--- src/rtl/fetch_unit_pkg.sv ---
`default_nettype none
// +----------------------------------------------------------------------------+
// | Module   : fetch_unit_pkg                                                  |
// | Purpose  : Shared constants and the state encoding for the IF-stage fetch  |
// |            engine (fetch_unit, inst_hold_buffer, fetch_unit_if).           |
// | Contents : DEFAULT_XLEN, DEFAULT_RESET_PC, DEFAULT_NOP_INST, fetch_state_t |
// | Revision : 1.0  initial release                                            |
// +----------------------------------------------------------------------------+
package fetch_unit_pkg;

  localparam int          DEFAULT_XLEN     = 32;
  localparam logic [31:0] DEFAULT_RESET_PC = 32'h0000_0000;
  // addi x0,x0,0
  localparam logic [31:0] DEFAULT_NOP_INST = 32'h0000_0013;

  // FETCH   : request outstanding (or about to be issued)
  // HOLD    : instruction captured, waiting for the stall to release
  // DISCARD : a stale request is still in flight after a redirect
  typedef enum logic [1:0] {
    ST_FETCH   = 2'd0,
    ST_HOLD    = 2'd1,
    ST_DISCARD = 2'd2
  } fetch_state_t;

endpackage
`default_nettype wire

--- src/rtl/fetch_unit_if.sv ---
`default_nettype none
// +----------------------------------------------------------------------------+
// | Module   : fetch_unit_if                                                   |
// | Purpose  : Instruction-memory request/response bus, single outstanding.    |
// | Signals  : req   - fetch request valid (master -> slave)                   |
// |            addr  - fetch address       (master -> slave)                   |
// |            ready - response valid      (slave -> master)                   |
// |            rdata - instruction word    (slave -> master)                   |
// | Revision : 1.0  initial release                                            |
// +----------------------------------------------------------------------------+
interface fetch_unit_if #(
  parameter int XLEN = 32
) ();

  logic            req;
  logic [XLEN-1:0] addr;
  logic            ready;
  logic [31:0]     rdata;

  modport master (output req, output addr, input ready, input rdata);
  modport slave  (input req, input addr, output ready, output rdata);

endinterface
`default_nettype wire

--- src/rtl/fetch_unit_inst_hold_buffer.sv ---
`default_nettype none
// +----------------------------------------------------------------------------+
// | Module   : inst_hold_buffer                                                |
// | Purpose  : Registered {pc, inst, valid} used to park a fetched instruction |
// |            while the IF stage is stalled.                                  |
// | Ports    : clk, rst (async, active high)                                   |
// |            load, clear       - capture / empty the buffer                  |
// |            pc_in, inst_in    - values captured on load                     |
// |            pc, inst, valid   - buffer contents                             |
// | Revision : 1.0  initial release                                            |
// +----------------------------------------------------------------------------+
module inst_hold_buffer
  import fetch_unit_pkg::*;
#(
  parameter int              XLEN     = DEFAULT_XLEN,
  parameter logic [31:0]     NOP_INST = DEFAULT_NOP_INST
) (
  input  logic            clk,
  input  logic            rst,
  input  logic            load,
  input  logic            clear,
  input  logic [XLEN-1:0] pc_in,
  input  logic [31:0]     inst_in,
  output logic [XLEN-1:0] pc,
  output logic [31:0]     inst,
  output logic            valid
);

  always_ff @(posedge clk or posedge rst) begin
    if (rst) begin
      pc    <= '0;
      inst  <= NOP_INST;
      valid <= 1'b0;
    end else if (load) begin
      pc    <= pc_in;
      inst  <= inst_in;
      valid <= 1'b1;
    end else if (clear) begin
      inst  <= NOP_INST;
      valid <= 1'b0;
    end
  end

endmodule
`default_nettype wire

--- src/rtl/fetch_unit.sv ---
`default_nettype none
// +----------------------------------------------------------------------------+
// | Module   : fetch_unit                                                      |
// | Purpose  : IF-stage fetch engine. Owns the PC, issues one-outstanding      |
// |            fetches on imem, presents {pc, inst, valid} to IF/ID and        |
// |            reports fetch_busy to the hazard unit.                          |
// | Ports    : clk, rst (async, active high)                                   |
// |            stall_if, bubble_if       - hazard unit controls               |
// |            pc_src_id, target_id      - redirect from ID                    |
// |            imem (fetch_unit_if.master) - instruction memory bus            |
// |            pc_if, inst_if, inst_valid_if - to IF/ID                        |
// |            fetch_busy                - no instruction available            |
// | Revision : 1.0  initial release                                            |
// +----------------------------------------------------------------------------+
module fetch_unit
  import fetch_unit_pkg::*;
#(
  parameter int              XLEN     = DEFAULT_XLEN,
  parameter logic [XLEN-1:0] RESET_PC = XLEN'(DEFAULT_RESET_PC),
  parameter logic [31:0]     NOP_INST = DEFAULT_NOP_INST
) (
  input  logic             clk,
  input  logic             rst,
  input  logic             stall_if,
  input  logic             bubble_if,
  input  logic             pc_src_id,
  input  logic [XLEN-1:0]  target_id,
  fetch_unit_if.master     imem,
  output logic [XLEN-1:0]  pc_if,
  output logic [31:0]      inst_if,
  output logic             inst_valid_if,
  output logic             fetch_busy
);

  fetch_state_t    state, state_next;
  logic [XLEN-1:0] pc_reg, pc_next;
  logic            req_en;      // low for the reset cycle so the first request follows rst release
  logic            req;
  logic            rsp;         // response accepted: ready only counts with a live request
  logic            redirect;
  logic            hold_load, hold_clear;
  logic [XLEN-1:0] hold_pc;
  logic [31:0]     hold_inst;
  logic            hold_valid;

  inst_hold_buffer #(
    .XLEN     (XLEN),
    .NOP_INST (NOP_INST)
  ) u_hold (
    .clk     (clk),
    .rst     (rst),
    .load    (hold_load),
    .clear   (hold_clear),
    .pc_in   (pc_reg),
    .inst_in (imem.rdata),
    .pc      (hold_pc),
    .inst    (hold_inst),
    .valid   (hold_valid)
  );

  assign req       = req_en && (state != ST_HOLD);
  assign rsp       = req && imem.ready;
  assign redirect  = pc_src_id && !stall_if;
  assign imem.req  = req;
  assign imem.addr = pc_reg;

  always_ff @(posedge clk or posedge rst) begin
    if (rst) begin
      state  <= ST_FETCH;
      pc_reg <= RESET_PC;
      req_en <= 1'b0;
    end else begin
      state  <= state_next;
      pc_reg <= pc_next;
      req_en <= 1'b1;
    end
  end

  // Next state / PC. Priority: redirect > bubble > stall > advance.
  always_comb begin
    state_next = state;
    pc_next    = pc_reg;
    hold_load  = 1'b0;
    hold_clear = 1'b0;
    if (redirect) begin
      pc_next    = {target_id[XLEN-1:2], 2'b00};
      hold_clear = 1'b1;
      // A request still in flight would return data for the old PC.
      state_next = (req && !imem.ready) ? ST_DISCARD : ST_FETCH;
    end else begin
      case (state)
        ST_FETCH: begin
          if (rsp) begin
            if (bubble_if) begin
              state_next = ST_FETCH;
            end else if (stall_if) begin
              hold_load  = 1'b1;
              state_next = ST_HOLD;
            end else begin
              pc_next = pc_reg + XLEN'(4);
            end
          end
        end
        ST_HOLD: begin
          if (bubble_if) begin
            hold_clear = 1'b1;
            state_next = ST_FETCH;
          end else if (!stall_if) begin
            hold_clear = 1'b1;
            pc_next    = pc_reg + XLEN'(4);
            state_next = ST_FETCH;
          end
        end
        ST_DISCARD: begin
          if (rsp) state_next = ST_FETCH;
        end
        default: state_next = ST_FETCH;
      endcase
    end
  end

  // IF/ID outputs are combinational so a zero-wait response is usable in the same cycle.
  always_comb begin
    pc_if         = pc_reg;
    inst_if       = NOP_INST;
    inst_valid_if = 1'b0;
    fetch_busy    = (state == ST_FETCH) && req && !imem.ready;
    if (!redirect && !bubble_if) begin
      if (state == ST_FETCH && rsp) begin
        inst_if       = imem.rdata;
        inst_valid_if = 1'b1;
      end else if (state == ST_HOLD && hold_valid) begin
        pc_if         = hold_pc;
        inst_if       = hold_inst;
        inst_valid_if = 1'b1;
      end
    end
  end

endmodule
`default_nettype wire

--- src/flat_wrapper.sv ---
// flat-port wrapper written by rule: the top's interface ports become plain ports
module fetch_unit_flat import fetch_unit_pkg::*;
#(
  parameter int              XLEN     = DEFAULT_XLEN,
  parameter logic [XLEN-1:0] RESET_PC = XLEN'(DEFAULT_RESET_PC),
  parameter logic [31:0]     NOP_INST = DEFAULT_NOP_INST
)
  (clk, rst, stall_if, bubble_if, pc_src_id, target_id, pc_if, inst_if, inst_valid_if, fetch_busy, imem_req, imem_addr, imem_ready, imem_rdata);
  fetch_unit_if #(.XLEN(XLEN)) imem_i ();
  input  logic clk;
  input  logic rst;
  input  logic stall_if;
  input  logic bubble_if;
  input  logic pc_src_id;
  input  logic [XLEN-1:0] target_id;
  output logic [XLEN-1:0] pc_if;
  output logic [31:0] inst_if;
  output logic inst_valid_if;
  output logic fetch_busy;
  output wire logic [$bits(imem_i.req)-1:0] imem_req;
  output wire logic [$bits(imem_i.addr)-1:0] imem_addr;
  input wire logic [$bits(imem_i.ready)-1:0] imem_ready;
  input wire logic [$bits(imem_i.rdata)-1:0] imem_rdata;
  assign imem_req = imem_i.req;
  assign imem_addr = imem_i.addr;
  assign imem_i.ready = imem_ready;
  assign imem_i.rdata = imem_rdata;
  fetch_unit #(.XLEN(XLEN), .RESET_PC(RESET_PC), .NOP_INST(NOP_INST)) u_core (.clk(clk), .rst(rst), .stall_if(stall_if), .bubble_if(bubble_if), .pc_src_id(pc_src_id), .target_id(target_id), .imem(imem_i), .pc_if(pc_if), .inst_if(inst_if), .inst_valid_if(inst_valid_if), .fetch_busy(fetch_busy));
endmodule
--- config.mk ---
export PLATFORM = sky130hd
export DESIGN_NAME = fetch_unit_flat
export DESIGN_NICKNAME = d
export VERILOG_FILES = /design/src/rtl/fetch_unit_pkg.sv /design/src/rtl/fetch_unit_if.sv /design/src/rtl/fetch_unit_inst_hold_buffer.sv /design/src/rtl/fetch_unit.sv /design/src/flat_wrapper.sv
export SDC_FILE = /design/constraint.sdc
export NUM_CORES = 1
export LEC_CHECK = 0
export BUFFER_PORTS_ARGS = -buffer_cell sky130_fd_sc_hd__clkbuf_2
export CAP_MARGIN = 20
export CORE_ASPECT_RATIO = 0.7
export CORE_MARGIN = 10
export CORE_UTILIZATION = 42
export DETAILED_ROUTE_END_ITERATION = 8
export PLACE_DENSITY = 0.69
export SLEW_MARGIN = 20
export SYNTH_ARGS = -nofsm -noshare
export SYNTH_HDL_FRONTEND = slang
export SYNTH_SLANG_ARGS = --single-unit
--- constraint.sdc ---
create_clock -name clk -period 6.8 [get_ports clk]
set_input_delay 1.36 -clock clk [delete_from_list [all_inputs] [get_ports clk]]
set_output_delay 1.36 -clock clk [all_outputs]
set_load 0.05 [all_outputs]
==> impl_results.md, run 1 <==
- Cell-internal power: 1110 µW
- Overall Global Routing Usage: 19.2%
- Max_cap viols: 0
- Vias in the first global route: 5,324
- WP buf/inv: 3
- Aggregate routed wire length: 17,100 µm
- CTS Buffer Depth: 2
- Syn Area/Cell: 7.88 µm²
- CP Class: primary input to output pin
- Pin count of the biggest net entering global routing: 68
- Static Leak: 0.00338 µW
- Ys Warns: 0
- Clock power frac: 31.6%
- Worst Max-Slew Pin Slew: 0.921 ns
- Critical path fanouts, max: 20
- Final core utilization: 52.6%
- Finished Layout Cells: 969
- Worst setup EP type: output pin
- Post-detail-place hpwl: 12,400 µm
- Ant diodes: 0
- Final Slew Violations: 0
- DR vias: 5,312
- VDD IR-drop max: 135 µV
- RSZ-0062 raised after global routing: no
- Worst skew pair latency: 0.34 ns
- Fmax: 200 MHz
- CP required: 5.44 ns
- Starting Density: 42.7%
- Cts hold-fix bufs: 0
- Area grow syn2layout: 23.2%
- Seq pwr share: 42.1%
- Net Sw Frac: 37.2%
- WHS: 0.476 ns
- DR WL/cell: 17.7 µm
- # setup viols final: 0
- EDFF count, synth: 0
- RePlAce Congestion: 0.893
- # DRC: 0
- Commonest non-fill, non-tap cell in the layout: nand2_1
- Seq cells post-synth: 96
- Clock root cell: clkbuf_16
- Combinational power share: 26.3%
- CP Launch Type: primary input
- Antenna Nets Post-Route: 0
- Pre-CTS setup slack: 1.81 ns
- CTS tree: built
- CP max-delay cell: nand2_1
- Mapped Area: 0.00526 mm²
- Critical Path AT: 3.64 ns
- Most common cell on crit path: clkbuf_2
- Clock sinks: 96
- Cts bufs inserted: 9
- Max FFs per register: 32
- Total grt overflow: 0
- Clock-pin slew on the worst setup and hold paths: 0.07 ns
- Gate Count Post-Synth: 668
- I/O pin cnt: 169
- Pwr dens: 273 mW/mm²
- 1st-pass router iterations: 5
- DIE AREA: 0.0175 mm²
- Switching power: 657 µW
- FP Rows: 34
- Async SR Flop Fraction: 100%
- First-pass GRT wire length: 28,000 µm
- Relative slew slack: 38.1%
- Max incr delay on CP: 0.68 ns
- Initial antenna violation count: 0
- Skew final: 0.00547 ns
- Placed Cells: 953
- Final WS setup: 1.80 ns
- Critical-path cell list: clkbuf_2 > clkinv_1 > nand2_1 > nand2b_1 > nor2_1 > a21oi_1 > clkbuf_2
- Period utilisation layout: 73.5%
- Layout Nets: 873
- Most frequent cells in the layout: 264 x nand2_1, 162 x clkbuf_2, 93 x dfrtp_1, 45 x nand3_1, 30 x a22o_1
- Reg2reg setup slack: 4.51 ns
- Setup TNS: 0 ns
- # port buffers: 162
- H-tree depth: 3
- Post-CTS repair timing setup buffer count: 0
- Die Height: 114 µm
- CP delay by family, top: simple AND/OR/NAND/NOR gates
- Share of layout cells above drive strength 1: 25.4%
- Outcome: complete, no violations
- Hold violation count in the final report: 0
- Type of the worst min-delay path: flop to flop
- Die Wd: 154 µm
- Core ar.: 0.0123 mm²
- Sequential area share after synthesis: 45.7%
- DR vias/cell: 5.48
- Resized cells post-CTS: 0
- DRT iter0 DRCs: 491
- Count of cell types in the netlist: 56
- Min cycle time layout: 5.00 ns
- Synth Flop Type: dfrtp_1
==> worst min-delay path, delay by kind of cell, from the launching register on <==
| family | cells | cell delay, ns |
|---|---|---|
| flip-flops | 1 | 0.34 |
| AND/OR/NAND/NOR | 2 | 0.10 |
==> worst paths after layout <==
check,from,end,cells past startpoint
hold / removal,u_core.u_hold.pc[13]$_DFFE_PP0P_,u_core.u_hold.pc[13]$_DFFE_PP0P_,2
hold reg to reg,u_core.u_hold.pc[13]$_DFFE_PP0P_,u_core.u_hold.pc[13]$_DFFE_PP0P_,2
setup / recovery,stall_if,inst_if[0],7
max in group asynchronous,rst,u_core.imem.addr[21]$_DFFE_PP0P_,3
setup reg to reg,u_core.state[1]$_DFFE_PP0P_,u_core.u_hold.pc[21]$_DFFE_PP0P_,6
min in group asynchronous,rst,u_core.u_hold.inst[26]$_DFFE_PP0P_,2
==> cell type report <==
cell class              instances  area [µm²]
clock buffers                  10         239
flip-flops and latches         96        2410
inverters                      10        40.0
repair buffers                169         863
multi-input cells             516        2640
fillers                      1195        5850
clock inverters                 6        91.3
well taps                     162         203
==> power groups by stage <==
stage / Sequential (µW) / Combinational [µW] / Clock (µW)
floorplan: 807 / 273 / 0
global placement: 745 / 459 / 0
detailed placement: 752 / 467 / 0
CTS: 741 / 469 / 570
global route: 755 / 506 / 593
finish: 744 / 465 / 559
==> kinds of logic (layout without fill, tap and decap cells) <==
kind of cell               after synthesis  after routing  share of synthesized area (%)
and+or+nand+nor                        402            402                           33.7
DFF                                     96             96                           45.7
AOI/OAI and AO/OA                       94             94                           13.0
buffers and inverters                   59            195                           4.80
xor gates and xnor gates                12             12                           2.00
other                                    2              5                          0.143
muxes                                    2              2                          0.380
adders and majority gates                1              1                          0.238
==> cell usage after synthesis (4+ instances only) <==
| master | count | area, µm² |
|---|---|---|
| a22oi_1 | 4 | 30.0 |
| nand4_1 | 12 | 75.1 |
| a31oi_1 | 7 | 43.8 |
| nor2_1 | 31 | 116 |
| buf_4 | 4 | 30.0 |
| nand2b_1 | 4 | 25.0 |
| nor3_1 | 7 | 35.0 |
| and3_1 | 7 | 43.8 |
| xnor2_1 | 5 | 43.8 |
| dfrtp_1 | 93 | 2330 |
| a21oi_1 | 13 | 65.1 |
| nand3_1 | 45 | 225 |
| a311oi_1 | 4 | 35.0 |
| inv_1 | 9 | 33.8 |
| o21ai_0 | 16 | 80.1 |
| xor2_1 | 7 | 61.3 |
| clkbuf_1 | 25 | 93.8 |
| nand2_1 | 264 | 991 |
| buf_2 | 11 | 55.1 |
| nor4_1 | 5 | 31.3 |
| and4_1 | 4 | 35.0 |
| or3_1 | 5 | 31.3 |
| a22o_1 | 30 | 263 |
| buf_1 | 7 | 26.3 |
==> through the flow <==
| stage | power (µW) | area, µm² |
|---|---|---|
| finish | 1770 | 6480 |
| global route | 1850 | 6480 |
| CTS | 1780 | 6480 |
| detailed placement | 1220 | 6150 |
| global placement | 1200 | 6140 |
| floorplan | 1080 | 5280 |
==> metal layers <==
layer	vias up	GRT usage, %	routed length (µm)
met5	-	0	0
met4	0	4.83	221
met3	17	5.90	1410
met2	213	30.4	7840
met1	2569	25.3	7670
li1	2513	-	-
No activity file was read; power rests on OpenSTA's default activity.
==> run 2, diff against run 1 <==
- ABC_AREA: default -> 1
- PLACE_DENSITY: 0.69 -> 0.71
- clock period: 6.8 -> 4.1 ns (I/O delays scaled with it)
==> run 2 against run 1 <==
  * Die area is 8.1% higher
  * Clock power is 69% higher
  * First-iteration DRC count is 0.61% lower
==> impl_results.md, run 2 <==
- Outcome: complete, no violations
- Fmax: 316 MHz
- Crit Reg-Reg Endpoint: u_core.imem.addr[28]$_DFFE_PP0P_
- Pin count of the biggest net entering global routing: 68
- CTS Buffer Depth: 2
- # port buffers: 162
- DIE AREA: 0.0189 mm²
- CP max-delay cell: buf_4
- 1st-pass router iterations: 5
- DR vias/cell: 4.97
- Total grt overflow: 0
- Static Leak: 0.00376 µW
- Seq pwr share: 32.2%
- Most numerous cell in the Yosys netlist: nand2_1
- Pre-CTS setup slack: 0.924 ns
- Top post-synthesis cells by area: dfrtp_1 40%, nand2_1 13%, inv_1 7.3%
- Synth Area in Compound Gates: 18.8%
- Sequential area share after synthesis: 41.7%
- Synth Area in Simple Gates: 26.2%
- Aggregate routed wire length: 17,900 µm
- DR vias: 5,611
- Leading area contributor after synthesis: dfrtp_1
- Hold violation count in the final report: 0
- Seq cells post-synth: 96
- WHS: 0.482 ns
- Synth Flop Type: dfrtp_1
- Share of layout cells above drive strength 1: 24.9%
- # DRC: 0
- Reg2reg setup slack: 1.88 ns
- Clock sinks: 96
- Most frequent cells in the layout: 205 x nand2_1, 114 x clkbuf_2, 111 x inv_1, 108 x nor2_1, 93 x dfrtp_1
- Final Slew Violations: 0
- CP required: 3.28 ns
- Post-synthesis xor/xnor area fraction: 0.759%
- Worst skew pair latency: 0.35 ns
- Relative slew slack: 43.4%
- I/O pin cnt: 169
- CP delay by family, top: buffers and inverters
- CP Class: primary input to output pin
- Type of the worst min-delay path: flop to flop
- WP depth: 9
- Yosys top cell area share: 40.3%
- First-pass GRT wire length: 28,600 µm
- Layout fillers: 1,244
- Max_cap viols: 0
- H-tree depth: 3
- Initial antenna violation count: 0
- Max incr delay on CP: 0.33 ns
- Layout Nets: 1,009
- Largest family of logic cells by synthesized area: simple AND/OR/NAND/NOR gates
- Total chip power: 4480 µW
- Async SR Flop Fraction: 100%
- Worst setup EP type: output pin
- CTS tree: built
- Area share of fa/ha/maj cells after synthesis: 0.217%
- DR WL/cell: 15.8 µm
- Vias in the first global route: 5,324
- Core ar.: 0.0133 mm²
- Count of cell types in the netlist: 37
- Die Height: 118 µm
- RePlAce Congestion: 0.942
- Ant diodes: 0
- Cts hold-fix bufs: 0
- Area grow syn2layout: 33.7%
- Syn Area/Cell: 7.27 µm²
- Post-detail-place hpwl: 13,500 µm
- VDD IR-drop max: 454 µV
- Mapped Area: 0.00577 mm²
- Die Wd: 160 µm
- Mux contribution to synthesized area: 0%
- Min cycle time layout: 3.16 ns
- Max FFs per register: 32
- Cell-internal power: 2390 µW
- Commonest non-fill, non-tap cell in the layout: nand2_1
- Switching power: 2080 µW
- R2r startpoint: u_core.imem.addr[3]$_DFFE_PP0P_
- Cts bufs inserted: 9
- Combinational power share: 46.8%
- Net Sw Frac: 46.5%
- DRT iter0 DRCs: 488
- Antenna Nets Post-Route: 0
- Clock-pin slew on the worst setup and hold paths: 0.07 ns
- Period utilisation layout: 77.2%
- Dpl cell area: 0.00738 mm²
- CP Launch Type: primary input
- Final WS setup: 0.937 ns
- Critical path fanouts, max: 54
- Starting Density: 43.3%
- Overall Global Routing Usage: 18.4%
- Worst Setup SP: stall_if
- Skew final: 0.00977 ns
- Worst Max-Slew Pin Slew: 0.849 ns
- RSZ-0062 raised after global routing: no
- Crit path capture: inst_if[4]
- FP Rows: 35
- Post-CTS repair timing setup buffer count: 0
- Critical Path AT: 2.34 ns
- Gate Count Post-Synth: 793
- Clock power frac: 21.0%
- Critical-path cell list: clkbuf_2 > inv_2 > nand2_2 > buf_4 > nand4_1 > buf_4 > nor2_1 > a21oi_1 > clkbuf_2
- EDFF count, synth: 0
- Pwr dens: 581 mW/mm²
- Setup TNS: 0 ns
- R2r worst-path depth: 10
- Fin area: 0.00771 mm²
- Clock root cell: clkbuf_16
- Ys Warns: 0
- Resized cells post-CTS: 0
- # setup viols final: 0
- WP buf/inv: 5
- Synth top cells by count: 205 x nand2_1, 112 x inv_1, 108 x nor2_1
[run 2: cell types whose count changed after synthesis, sizes merged, moves of 8 or more]
| cell | before | now |
|---|---|---|
| nand3 | 46 | 37 |
| clkbuf | 27 | 18 |
| nor2 | 31 | 111 |
| o21ai | 18 | 90 |
| nand4 | 12 | 4 |
| a22o | 30 | 0 |
| inv | 9 | 118 |
| o22ai | 0 | 56 |
| nand2 | 264 | 209 |
[run 2: kinds of logic (layout without fill, tap and decap cells)]
family,Yosys count,count (layout)
AND/OR/NAND/NOR,368,368
AO/OA/AOI/OAI,162,162
buffers and inverters,159,306
flip-flops,96,96
XOR/XNOR,5,5
other,2,5
adder cells (fa/ha/maj),1,1
[run 2: metal layers]
metal  part of all wire (%)  global-route usage, %  wire [µm]  vias up
met5                      0                      0          0        -
li1                       -                      -          -     2800
met3                    8.9                   5.66       1590       20
met1                     47                   25.7       8400     2568
met4                    1.3                   4.12        239        0
met2                     43                   27.2       7630      223
[run 2: layout make-up]
class | instances | area (µm²) | share of cell area, %
multi-input combinational | 541 | 2670 | 34.7
clock inverter | 4 | 77.6 | 1.01
timing repair buffer | 172 | 1620 | 21.0
tap | 185 | 231 | 3.00
sequential | 96 | 2410 | 31.2
clock buffer | 12 | 256 | 3.33
inverter | 118 | 448 | 5.81
[run 2: worst min-delay path by stage]
stage,startpoint,to,depth (start not counted)
after floorplan,u_core.u_hold.pc[28]$_DFFE_PP0P_,u_core.u_hold.pc[28]$_DFFE_PP0P_,2
after global placement,u_core.u_hold.inst[0]$_DFFE_PP1P_,u_core.u_hold.inst[0]$_DFFE_PP1P_,2
after detailed placement,u_core.u_hold.inst[0]$_DFFE_PP1P_,u_core.u_hold.inst[0]$_DFFE_PP1P_,2
final,u_core.u_hold.inst[0]$_DFFE_PP1P_,u_core.u_hold.inst[0]$_DFFE_PP1P_,2
after global routing,u_core.u_hold.inst[0]$_DFFE_PP1P_,u_core.u_hold.inst[0]$_DFFE_PP1P_,2
after CTS,u_core.u_hold.inst[0]$_DFFE_PP1P_,u_core.u_hold.inst[0]$_DFFE_PP1P_,2
[run 2: tightest hold or removal path, delay by kind of cell, from the launching register on]
family,cells,cell delay [ns]
buf+inv,1,0.06
flops,1,0.36
compound gates,1,0.06
[run 2: metrics by stage]
step	instances	utilization, %
floorplan	796	-
global placement	1112	55.4
detailed placement	1112	55.4
CTS	1128	57.9
global route	1128	57.9
finish	1128	57.9
[run 2: power by group through the flow]
stage | combinational [µW] | sequential, µW | clock [µW]
3_5_place_dp | 2090 | 1450 | 0
3_3_place_gp | 2070 | 1430 | 0
2_1_floorplan | 1030 | 1740 | 0
5_1_grt | 2250 | 1480 | 990
6_report | 2090 | 1440 | 942
4_1_cts | 2100 | 1430 | 961
==> run 3, diff against run 2 <==
- PLACE_DENSITY: 0.71 -> 0.68
- clock period: 4.1 -> 3.2 ns (I/O delays scaled with it)
==> run 3 against run 2 <==
  * Die area unchanged
  * Critical path depth unchanged
  * Core utilization increased by 1.2 points
  * Clock skew decreased by 0.00071 ns
  * Hold slack got worse by 0.10 ns
  * Highest routed layer unchanged
==> impl_results.md, run 3 (same netlist as run 2, synthesis figures left out) <==
- # setup viols final: 0
- CP max-delay cell: o22ai_1
- I/O pin cnt: 169
- Min cycle time layout: 2.70 ns
- WP buf/inv: 5
- Core ar.: 0.0133 mm²
- Resized cells post-CTS: 0
- Worst skew pair latency: 0.35 ns
- Aggregate routed wire length: 17,900 µm
- Most frequent cells in the layout: 205 x nand2_1, 111 x inv_1, 108 x nor2_1, 102 x clkbuf_2, 93 x dfrtp_1
- VDD IR-drop max: 528 µV
- H-tree depth: 3
- Combinational power share: 49.5%
- Layout Nets: 1,010
- Initial antenna violation count: 0
- Crit Reg-Reg Endpoint: u_core.imem.addr[28]$_DFFE_PP0P_
- Cell-internal power: 3100 µW
- Antenna Nets Post-Route: 0
- Relative slew slack: 58.1%
- Max incr delay on CP: 0.29 ns
- Clock-pin slew on the worst setup and hold paths: 0.07 ns
- Static Leak: 0.00380 µW
- Switching power: 2700 µW
- Layout fillers: 1,247
- DR vias/cell: 4.99
- Cts bufs inserted: 9
- Finished Layout Cells: 1,129
- DR WL/cell: 15.9 µm
- Critical Path AT: 2.06 ns
- Worst Max-Slew Pin Slew: 0.629 ns
- Clock power frac: 18.8%
- CP Launch Type: primary input
- Post-CTS repair timing setup buffer count: 0
- Reg2reg setup slack: 1.03 ns
- R2r startpoint: u_core.imem.addr[3]$_DFFE_PP0P_
- RSZ-0062 raised after global routing: no
- Setup TNS: 0 ns
- CTS Buffer Depth: 2
- Max FFs per register: 32
- Worst setup EP type: output pin
- CTS tree: built
- CP delay by family, top: buffers and inverters
- CP required: 2.56 ns
- Cts hold-fix bufs: 0
- Max_cap viols: 0
- DRT iter0 DRCs: 507
- Outcome: complete, no violations
- DIE AREA: 0.0189 mm²
- RePlAce Congestion: 0.913
- FP Rows: 35
- Area grow syn2layout: 36.5%
- R2r worst-path depth: 10
- Die Height: 118 µm
- Total chip power: 5810 µW
- Seq pwr share: 31.7%
- CP Class: primary input to output pin
- 1st-pass router iterations: 7
- Type of the worst min-delay path: primary input to async pin
- Pwr dens: 737 mW/mm²
- Critical-path cell list: clkbuf_2 > inv_2 > nand2_2 > nand2_1 > nor3_4 > inv_2 > buf_12 > o22ai_1 > buf_12
- Clock sinks: 96
- Net Sw Frac: 46.6%
- Final core utilization: 59.2%
- Clock root cell: clkbuf_16
- Placed Cells: 1,113
- Pin count of the biggest net entering global routing: 54
- Hold violation count in the final report: 0
- Total grt overflow: 0
- DR vias: 5,638
- # port buffers: 162
- Vias in the first global route: 5,178
- Overall Global Routing Usage: 18.4%
- Skew final: 0.00906 ns
- WHS: 0.378 ns
- Period utilisation layout: 84.3%
- Share of layout cells above drive strength 1: 25.0%
- Commonest non-fill, non-tap cell in the layout: nand2_1
- Post-detail-place hpwl: 13,600 µm
- Ant diodes: 0
- Die Wd: 160 µm
- Final Slew Violations: 0
- Starting Density: 43.3%
- # DRC: 0
- Fmax: 371 MHz
- First-pass GRT wire length: 28,600 µm
- Critical path fanouts, max: 23
## run 3: worst reg2reg max path: stages (launching register included)
cell and delay (ns):
dfrtp_1 0.47, ha_1 0.23, nand2_1 0.08, nor2_1 0.36, nand2_1 0.28, nor2_1 0.25
nand2_1 0.08, nand2_1 0.06, nand3_1 0.09, nand2_1 0.10, nand2_1 0.06
## run 3: worst max path at each step
stage | endpoint | startpoint | slack (ns) | cells after the start
after CTS | inst_if[8] | stall_if | 0.53 | 9
after floorplan | u_core.imem.addr[10]$_DFFE_PP0P_ | rst | 0.06 | 1
after global routing | pc_if[15] | stall_if | 0.37 | 9
after detailed placement | u_core.imem.addr[7]$_DFFE_PP0P_ | stall_if | 0.47 | 12
final | inst_if[8] | stall_if | 0.50 | 9
after global placement | u_core.imem.addr[10]$_DFFE_PP0P_ | stall_if | 0.49 | 12
## run 3: through the flow
stage	worst slack, ns	instance area (µm²)
floorplan	0.0596	5780
detailed placement	0.469	7580
finish	0.504	7880
global placement	0.492	7580
CTS	0.528	7880
global route	0.365	7880
## run 3: cell type report
type | count | area [µm²] | share of cell area, %
tap | 185 | 231 | 2.94
sequential | 96 | 2410 | 30.6
timing repair buffer | 173 | 1820 | 23.1
clock buffer | 10 | 229 | 2.91
inverter | 118 | 448 | 5.69
clock inverter | 6 | 68.8 | 0.874
multi-input combinational | 541 | 2670 | 33.9
## run 3: power groups by stage
stage               combinational (µW)  clock (µW)  sequential [µW]
floorplan                         1320           0             2230
global placement                  2850           0             1830
detailed placement                2880           0             1850
CTS                               2890        1120             1830
global route                      3060        1160             1890
finish                            2870        1090             1840
## run 3: per-layer routing
| metal | vias to the layer above | routed length (µm) | global-route usage, % |
|---|---|---|---|
| li1 | 2807 | - | - |
| met1 | 2575 | 8470 | 26.7 |
| met2 | 241 | 7680 | 26.3 |
| met3 | 15 | 1670 | 5.45 |
| met4 | 0 | 124 | 3.26 |
| met5 | - | 0 | 0 |
